<file path="src/rtl/mano_mem_axi_bridge.sv">
// AXI4-Lite slave giving the PS indirect, arbitrated access to BRAM banks shared with the Mano CPU.
// Optional feature macro MANO_BRIDGE_PERF_EN: cpu_run cycle counter readable at offset 0x14.
module mano_mem_axi_bridge #(
  parameter int DATA_WIDTH         = 32,
  parameter int ADDR_WIDTH         = 12,
  parameter int NUM_BANKS          = 2,
  parameter int RD_LATENCY         = 1,
  parameter int C_S_AXI_DATA_WIDTH = 32,
  parameter int C_S_AXI_ADDR_WIDTH = 5
) (
  input  logic                            s00_axi_aclk,
  input  logic                            s00_axi_aresetn,
  input  logic [C_S_AXI_ADDR_WIDTH-1:0]   s00_axi_awaddr,
  input  logic [2:0]                      s00_axi_awprot,
  input  logic                            s00_axi_awvalid,
  output logic                            s00_axi_awready,
  input  logic [C_S_AXI_DATA_WIDTH-1:0]   s00_axi_wdata,
  input  logic [C_S_AXI_DATA_WIDTH/8-1:0] s00_axi_wstrb,
  input  logic                            s00_axi_wvalid,
  output logic                            s00_axi_wready,
  output logic [1:0]                      s00_axi_bresp,
  output logic                            s00_axi_bvalid,
  input  logic                            s00_axi_bready,
  input  logic [C_S_AXI_ADDR_WIDTH-1:0]   s00_axi_araddr,
  input  logic [2:0]                      s00_axi_arprot,
  input  logic                            s00_axi_arvalid,
  output logic                            s00_axi_arready,
  output logic [C_S_AXI_DATA_WIDTH-1:0]   s00_axi_rdata,
  output logic [1:0]                      s00_axi_rresp,
  output logic                            s00_axi_rvalid,
  input  logic                            s00_axi_rready,
  output logic [NUM_BANKS*ADDR_WIDTH-1:0] mem_addr,
  output logic [NUM_BANKS-1:0]            mem_ce,
  output logic [NUM_BANKS-1:0]            mem_we,
  output logic [NUM_BANKS*DATA_WIDTH-1:0] mem_d,
  input  logic [NUM_BANKS*DATA_WIDTH-1:0] mem_q,
  input  logic                            cpu_ce,
  input  logic                            cpu_we,
  input  logic [ADDR_WIDTH-1:0]           cpu_addr,
  input  logic [DATA_WIDTH-1:0]           cpu_d,
  output logic [DATA_WIDTH-1:0]           cpu_q,
  output logic                            mano_cpu_reset_n,
  output logic [2:0]                      dbg_state
);

  typedef enum logic [2:0] {IDLE, WR_ARB, RD_ARB, RD_LAT, RESP} state_t;

  localparam logic [2:0] OFF_CTRL   = 3'd0;
  localparam logic [2:0] OFF_ADDR   = 3'd1;
  localparam logic [2:0] OFF_WDATA  = 3'd2;
  localparam logic [2:0] OFF_RDATA  = 3'd3;
  localparam logic [2:0] OFF_STATUS = 3'd4;
  localparam logic [2:0] OFF_PERF   = 3'd5;
  localparam logic [1:0] OKAY       = 2'b00;
  localparam logic [1:0] SLVERR     = 2'b10;

  state_t                  state, state_nxt;
  logic                    cpu_run, auto_inc, op_rd, sticky;
  logic [3:0]              cpu_bank, bank_reg;
  logic [ADDR_WIDTH-1:0]   addr_reg;
  logic [DATA_WIDTH-1:0]   wdata_reg, ps_q;
  logic [7:0]              coll_cnt;
  logic [1:0]              lat_cnt;
  logic [31:0]             reg_rdata, perf_val;
  logic [2:0]              wr_off, rd_off;
  logic                    wr_accept, rd_accept, bank_ok, collision, ps_grant, lat_done;
  logic                    unused_inputs;

  // Handshake: a channel transfers on a cycle where valid & ready are both high. awready/wready and
  // arready are single-cycle strobes derived from the incoming valids; bvalid/rvalid are registered
  // and hold until the matching bready/rready. A write wins a same-cycle tie with a read.
  assign wr_accept       = s00_axi_awvalid && s00_axi_wvalid && (state == IDLE) && !s00_axi_bvalid;
  assign rd_accept       = s00_axi_arvalid && (state == IDLE) && !s00_axi_rvalid && !wr_accept;
  assign s00_axi_awready = wr_accept;
  assign s00_axi_wready  = wr_accept;
  assign s00_axi_arready = rd_accept;

  assign wr_off        = s00_axi_awaddr[4:2];
  assign rd_off        = s00_axi_araddr[4:2];
  assign bank_ok       = int'(bank_reg) < NUM_BANKS;
  assign collision     = cpu_run && cpu_ce && (bank_reg == cpu_bank);
  assign ps_grant      = ((state == WR_ARB) || (state == RD_ARB)) && !collision;
  assign lat_done      = (lat_cnt == 2'(RD_LATENCY - 1));
  assign unused_inputs = ^{s00_axi_awprot, s00_axi_arprot, s00_axi_wstrb,
                           s00_axi_awaddr[1:0], s00_axi_araddr[1:0]};

  assign mano_cpu_reset_n = cpu_run;
  assign dbg_state        = state;

  always_ff @(posedge s00_axi_aclk or negedge s00_axi_aresetn) begin
    if (!s00_axi_aresetn) state <= IDLE;
    else                  state <= state_nxt;
  end

  always_comb begin
    state_nxt = state;
    case (state)
      IDLE: begin
        if (wr_accept && wr_off == OFF_WDATA && bank_ok)      state_nxt = WR_ARB;
        else if (rd_accept && rd_off == OFF_RDATA && bank_ok) state_nxt = RD_ARB;
      end
      WR_ARB: if (!collision) state_nxt = RESP;
      RD_ARB: if (!collision) state_nxt = RD_LAT;
      RD_LAT: if (lat_done)   state_nxt = RESP;
      RESP: begin
        if (op_rd ? (s00_axi_rvalid && s00_axi_rready) : (s00_axi_bvalid && s00_axi_bready))
          state_nxt = IDLE;
      end
      default: state_nxt = IDLE;
    endcase
  end

  // The PS wins a bank only in an *_ARB cycle without collision; otherwise cpu_bank follows the CPU.
  always_comb begin
    mem_addr = '0;
    mem_ce   = '0;
    mem_we   = '0;
    mem_d    = '0;
    cpu_q    = '0;
    ps_q     = '0;
    for (int b = 0; b < NUM_BANKS; b++) begin
      if (ps_grant && bank_reg == 4'(b)) begin
        mem_addr[b*ADDR_WIDTH +: ADDR_WIDTH] = addr_reg;
        mem_ce[b]                            = 1'b1;
        mem_we[b]                            = (state == WR_ARB);
        mem_d[b*DATA_WIDTH +: DATA_WIDTH]    = wdata_reg;
      end else if (cpu_run && cpu_bank == 4'(b)) begin
        mem_addr[b*ADDR_WIDTH +: ADDR_WIDTH] = cpu_addr;
        mem_ce[b]                            = cpu_ce;
        mem_we[b]                            = cpu_we;
        mem_d[b*DATA_WIDTH +: DATA_WIDTH]    = cpu_d;
      end
      if (cpu_bank == 4'(b)) cpu_q = mem_q[b*DATA_WIDTH +: DATA_WIDTH];
      if (bank_reg == 4'(b)) ps_q  = mem_q[b*DATA_WIDTH +: DATA_WIDTH];
    end
  end

  always_comb begin
    reg_rdata = '0;
    case (rd_off)
      OFF_CTRL:   reg_rdata = {23'd0, auto_inc, cpu_bank, 3'd0, cpu_run};
      OFF_ADDR: begin
        reg_rdata[ADDR_WIDTH-1:0] = addr_reg;
        reg_rdata[19:16]          = bank_reg;
      end
      OFF_WDATA:  reg_rdata = 32'(wdata_reg);
      OFF_STATUS: reg_rdata = {16'd0, coll_cnt, 6'd0, sticky, (state != IDLE)};
      OFF_PERF:   reg_rdata = perf_val;
      default:    reg_rdata = '0;
    endcase
  end

  always_ff @(posedge s00_axi_aclk or negedge s00_axi_aresetn) begin
    if (!s00_axi_aresetn) begin
      cpu_run        <= 1'b0;
      cpu_bank       <= '0;
      auto_inc       <= 1'b0;
      addr_reg       <= '0;
      bank_reg       <= '0;
      wdata_reg      <= '0;
      sticky         <= 1'b0;
      coll_cnt       <= '0;
      op_rd          <= 1'b0;
      lat_cnt        <= '0;
      s00_axi_bvalid <= 1'b0;
      s00_axi_bresp  <= OKAY;
      s00_axi_rvalid <= 1'b0;
      s00_axi_rresp  <= OKAY;
      s00_axi_rdata  <= '0;
    end else begin
      if (s00_axi_bvalid && s00_axi_bready) s00_axi_bvalid <= 1'b0;
      if (s00_axi_rvalid && s00_axi_rready) s00_axi_rvalid <= 1'b0;
      if (wr_accept) begin
        if (wr_off == OFF_WDATA) begin
          wdata_reg <= DATA_WIDTH'(s00_axi_wdata);
          op_rd     <= 1'b0;
        end
        // Register writes and out-of-range bank writes answer straight away.
        if (!(wr_off == OFF_WDATA && bank_ok)) begin
          s00_axi_bvalid <= 1'b1;
          s00_axi_bresp  <= (wr_off == OFF_WDATA) ? SLVERR : OKAY;
        end
        case (wr_off)
          OFF_CTRL: begin
            cpu_run  <= s00_axi_wdata[0];
            cpu_bank <= s00_axi_wdata[7:4];
            auto_inc <= s00_axi_wdata[8];
          end
          OFF_ADDR: begin
            addr_reg <= s00_axi_wdata[ADDR_WIDTH-1:0];
            bank_reg <= s00_axi_wdata[19:16];
          end
          OFF_STATUS: begin
            if (s00_axi_wdata[1]) begin
              sticky   <= 1'b0;
              coll_cnt <= '0;
            end
          end
          default: ;
        endcase
      end
      if (rd_accept) begin
        if (rd_off == OFF_RDATA && bank_ok) begin
          op_rd <= 1'b1;
        end else begin
          s00_axi_rvalid <= 1'b1;
          s00_axi_rdata  <= reg_rdata;
          s00_axi_rresp  <= (rd_off == OFF_RDATA) ? SLVERR : OKAY;
        end
      end
      case (state)
        WR_ARB, RD_ARB: begin
          if (collision) begin
            sticky <= 1'b1;
            if (coll_cnt != 8'hFF) coll_cnt <= coll_cnt + 8'd1;
          end else if (state == WR_ARB) begin
            s00_axi_bvalid <= 1'b1;
            s00_axi_bresp  <= OKAY;
            if (auto_inc) addr_reg <= addr_reg + 1'b1;
          end else begin
            lat_cnt <= '0;
          end
        end
        RD_LAT: begin
          lat_cnt <= lat_cnt + 2'd1;
          if (lat_done) begin
            s00_axi_rvalid <= 1'b1;
            s00_axi_rresp  <= OKAY;
            s00_axi_rdata  <= C_S_AXI_DATA_WIDTH'(ps_q);
            if (auto_inc) addr_reg <= addr_reg + 1'b1;
          end
        end
        default: ;
      endcase
    end
  end

`ifdef MANO_BRIDGE_PERF_EN
  logic [31:0] perf_cnt;
  always_ff @(posedge s00_axi_aclk or negedge s00_axi_aresetn) begin
    if (!s00_axi_aresetn)                     perf_cnt <= '0;
    else if (wr_accept && wr_off == OFF_PERF) perf_cnt <= '0;
    else if (cpu_run)                         perf_cnt <= perf_cnt + 32'd1;
  end
  assign perf_val = perf_cnt;
`else
  assign perf_val = '0;
`endif

endmodule

</file>
<file path="config.mk">
export PLATFORM = sky130hd
export DESIGN_NAME = mano_mem_axi_bridge
export DESIGN_NICKNAME = d
export VERILOG_FILES = /design/src/rtl/mano_mem_axi_bridge.sv
export SDC_FILE = /design/constraint.sdc
export NUM_CORES = 1
export LEC_CHECK = 0
export CAP_MARGIN = 15
export CORE_AREA = 2 2 130 132
export CTS_BUF_LIST = sky130_fd_sc_hd__clkbuf_4 sky130_fd_sc_hd__clkbuf_8
export DETAILED_ROUTE_END_ITERATION = 8
export DIE_AREA = 0 0 132 134
export GPL_ROUTABILITY_DRIVEN = 1
export MAX_ROUTING_LAYER = met4
export PLACE_DENSITY = 0.95
export SLEW_MARGIN = 10
export SYNTH_ARGS = -nofsm -noshare
export SYNTH_HDL_FRONTEND = slang
export SYNTH_SLANG_ARGS = --single-unit
</file>
<file path="constraint.sdc">
create_clock -name s00_axi_aclk -period 3.87 [get_ports s00_axi_aclk]
set_input_delay 0.774 -clock s00_axi_aclk [delete_from_list [all_inputs] [get_ports s00_axi_aclk]]
set_output_delay 0.774 -clock s00_axi_aclk [all_outputs]
set_load 0.02 [all_outputs]
</file>
==> out/results.ini <==
[status]
status = finished with violations
failed_checks = setup timing

[power_and_ir_drop]
p_leak_nw = 5.31
power_mw = 8.01
p_per_area_mw_per_mm2 = 701
ir_worst_vdd_v = 0.000535

[timing]
setup_viol = 1
fmax_mhz = 258
post-route-period-util_pct = 100
hold_slack_ns = 0.421
worstMarginPinSlew_ns = 0.786
final-hold-violation-count = 0
worst_clock_skew_ns = 0.0124
drv_slew = 0
setup_ws_ns = -0.0112
relSlewSlack_pct = 47.5
finalCriticalPeriod_ns = 3.88

[place]
place_ws_ns = -0.149
placed_area_mm2 = 0.0110
dpl.hpwl_um = 22800
gp_congestion = 0.959
placedCellCount = 1428
port_buffers = 323

[setup_path]
cpMaxStageDelayCell = clkdlybuf4s50_1
worstPathArrival_ns = 3.11
critPathMaxFanout = 11
path_class = in2out
worstPathRequired_ns = 3.10
worst_path_largest_cell_delay_ns = 0.70
end_kind = primary output
cp_cell_sequence = clkdlybuf4s50_1 -> nand2_1 -> nor2b_4 -> a211oi_4 -> buf_4 -> buf_4 -> o21ai_0 -> clkdlybuf4s50_1
crit_path_start_kind = input port

[floorplanning]
initial_core_util_pct = 46.0
core_area_mm2 = 0.0163
io_pins = 338
dieArea_mm2 = 0.0177
die_width_um = 132
rows = 47
die-height_um = 134

[cells_and_area]
fin_area_mm2 = 0.0114
drive_gt1_share_pct = 11.8
diodes = 0
fin_cells = 1448
nNetsFinal = 1395
fillers = 1232
syn2layout_area_growth_pct = 52.5

[logic_synthesis]
synth_edf_count = 0
ys_ff_latch = 107
synth_mux_area_share_pct = 12.4
synth_top_area_share_pct = 35.7
synth_top_family_by_area = compound AO/OA/AOI/OAI gates
synth_compound_area_share_pct = 23.6
synthFlopType = dfrtp_1
syn_area_mm2 = 0.00749
synth_nets = 1105
synthXorXnorAreaFrac_pct = 0.585
synthTopCellsByCount = nand2_1 (229), dfrtp_1 (107), o21ai_0 (84)
yosysUniqueCellTypes = 60
yosysSeqAreaShare_pct = 35.7
synthAdderAreaFrac_pct = 0.501
syn_inst = 933
ys_warn_count = 0
synth_area_leaders = dfrtp_1 (36%), nand2_1 (11%), mux2_2 (11%), o21ai_0 (5.6%), a21oi_1 (4.3%)
syn_avg_cell_area_um2 = 8.03
synth_top_area_cell = dfrtp_1
synthSimpleGateAreaFrac_pct = 22.1
synth_most_common_cell = nand2_1
ys_async_sr_fraction_pct = 100

[route]
routedWlPerCell_um = 20.8
vias_per_cell = 5.95
wirelength_um = 30200
num_vias = 8620
drt-initial-drc-count = 865
drc = 0
ant_nets = 0
dr.pass1.iters = 6

[clocking]
path_clk_slew_ns = 0.10
cts-root-buf = clkbuf_8
cts_buffers = 9
clock-sinks = 107
cts_hold_buf = 0
cts_tree = yes
clk_latency_ns = 0.39
clockBufferDepth = 2
h-tree-depth = 3

[run]
maxCapViolations = 0

[global_route]
grt_max_degree = 108
antenna_found_initial = 0
grt_pass1_vias = 8178
grt.total_usage_pct = 34.0
grt_pass1_wl_um = 45800
grt-ovfl-total = 0

[worst_hold_path]
hp-class = in2async

==> worst paths after layout <==
path	from	end	slack, ns	cells after the start
worst max register to register	dbg_state[2]$_DFFE_PN0P_	s00_axi_rdata[28]$_DFF_PN0_	1.47	7
min in group s00_axi_aclk	s00_axi_bresp[0]$_DFF_PN0_	s00_axi_bresp[0]$_DFF_PN0_	0.50	1
max in group asynchronous	s00_axi_aresetn	s00_axi_rdata[31]$_DFF_PN0_	2.94	2
worst max-delay path	cpu_ce	mem_d[49]	-0.01	8
worst min register to register	s00_axi_bresp[0]$_DFF_PN0_	s00_axi_bresp[0]$_DFF_PN0_	0.50	1
worst min-delay path	s00_axi_aresetn	auto_inc$_DFFE_PN0P_	0.42	2
==> critical path, delay by kind of cell <==
| kind | cells | cell delay (ns) |
|---|---|---|
| and+or+nand+nor | 2 | 0.37 |
| buffers and inverters | 4 | 1.57 |
| AOI/OAI and AO/OA | 2 | 0.38 |
==> layout by cell type, fill, tap and decap left out, types with 4 or more instances in the layout <==
cell type and n:
dlymetal6s2s_1 50, mux2i_1 13, o21a_1 5, clkdlybuf4s50_1 272, o21ai_0 84, nand3_1 21, and2_1 6, o21ai_1 15
a211oi_1 5, dfrtp_1 107, a31oi_1 17, nor3b_1 10, a21oi_1 64, clkbuf_8 10, o22ai_1 5, nor2_1 28
buf_12 8, o32ai_1 4, and3_1 11, buf_4 32, inv_1 9, a22oi_1 24, nand2_1 228, nand2b_1 4
nor3_1 19, nor2b_1 9, nand4_1 4, a22o_1 35, mux2_2 71, xor2_1 4
==> stage by stage <==
step	util, %	setup TNS (ns)
after floorplan	-	0
after global placement	67.8	-2.59
after detailed placement	67.8	-6.02
after CTS	69.1	0
after global routing	70.1	-0.139
final	70.1	-0.0112
==> metal layers <==
metal	track usage, %	vias up	routed length [µm]
met3	6.80	83	2680
met2	55.8	505	14600
li1	-	3899	-
met4	12.9	0	1030
met5	-	-	0
met1	41.7	4133	11800
==> power breakdown <==
part           switching, mW  internal, mW
Combinational           2.68          2.32
Clock                  0.409         0.328
Sequential             0.690          1.59
==> final cells by class <==
type                            instances  area [µm²]  area share (%)
Multi-Input combinational cell        734        4480            39.2
Timing Repair Buffer                  362        3750            32.8
Sequential cell                       107        2680            23.4
Tap cell                              220         275            2.41
Clock buffer                           11         145            1.27
Clock inverter                          5        61.3           0.537
Inverter                                9        33.8           0.296
==> kinds of logic (layout without fill, tap and decap cells) <==
logic type,Yosys count,in the layout
and+or+nand+nor,361,361
AOI/OAI and AO/OA,281,281
DFF,107,107
buffers and inverters,92,387
muxes,84,84
xor gates and xnor gates,5,5
adders and majority gates,3,3
==> timing repair <==
item,in CTS,in global routing
buffers inserted,1,2
pin swaps,1,1
endpoints found under the setup margin,85,64
gates resized for setup,1,52
No activity file was read; power rests on OpenSTA's default activity.
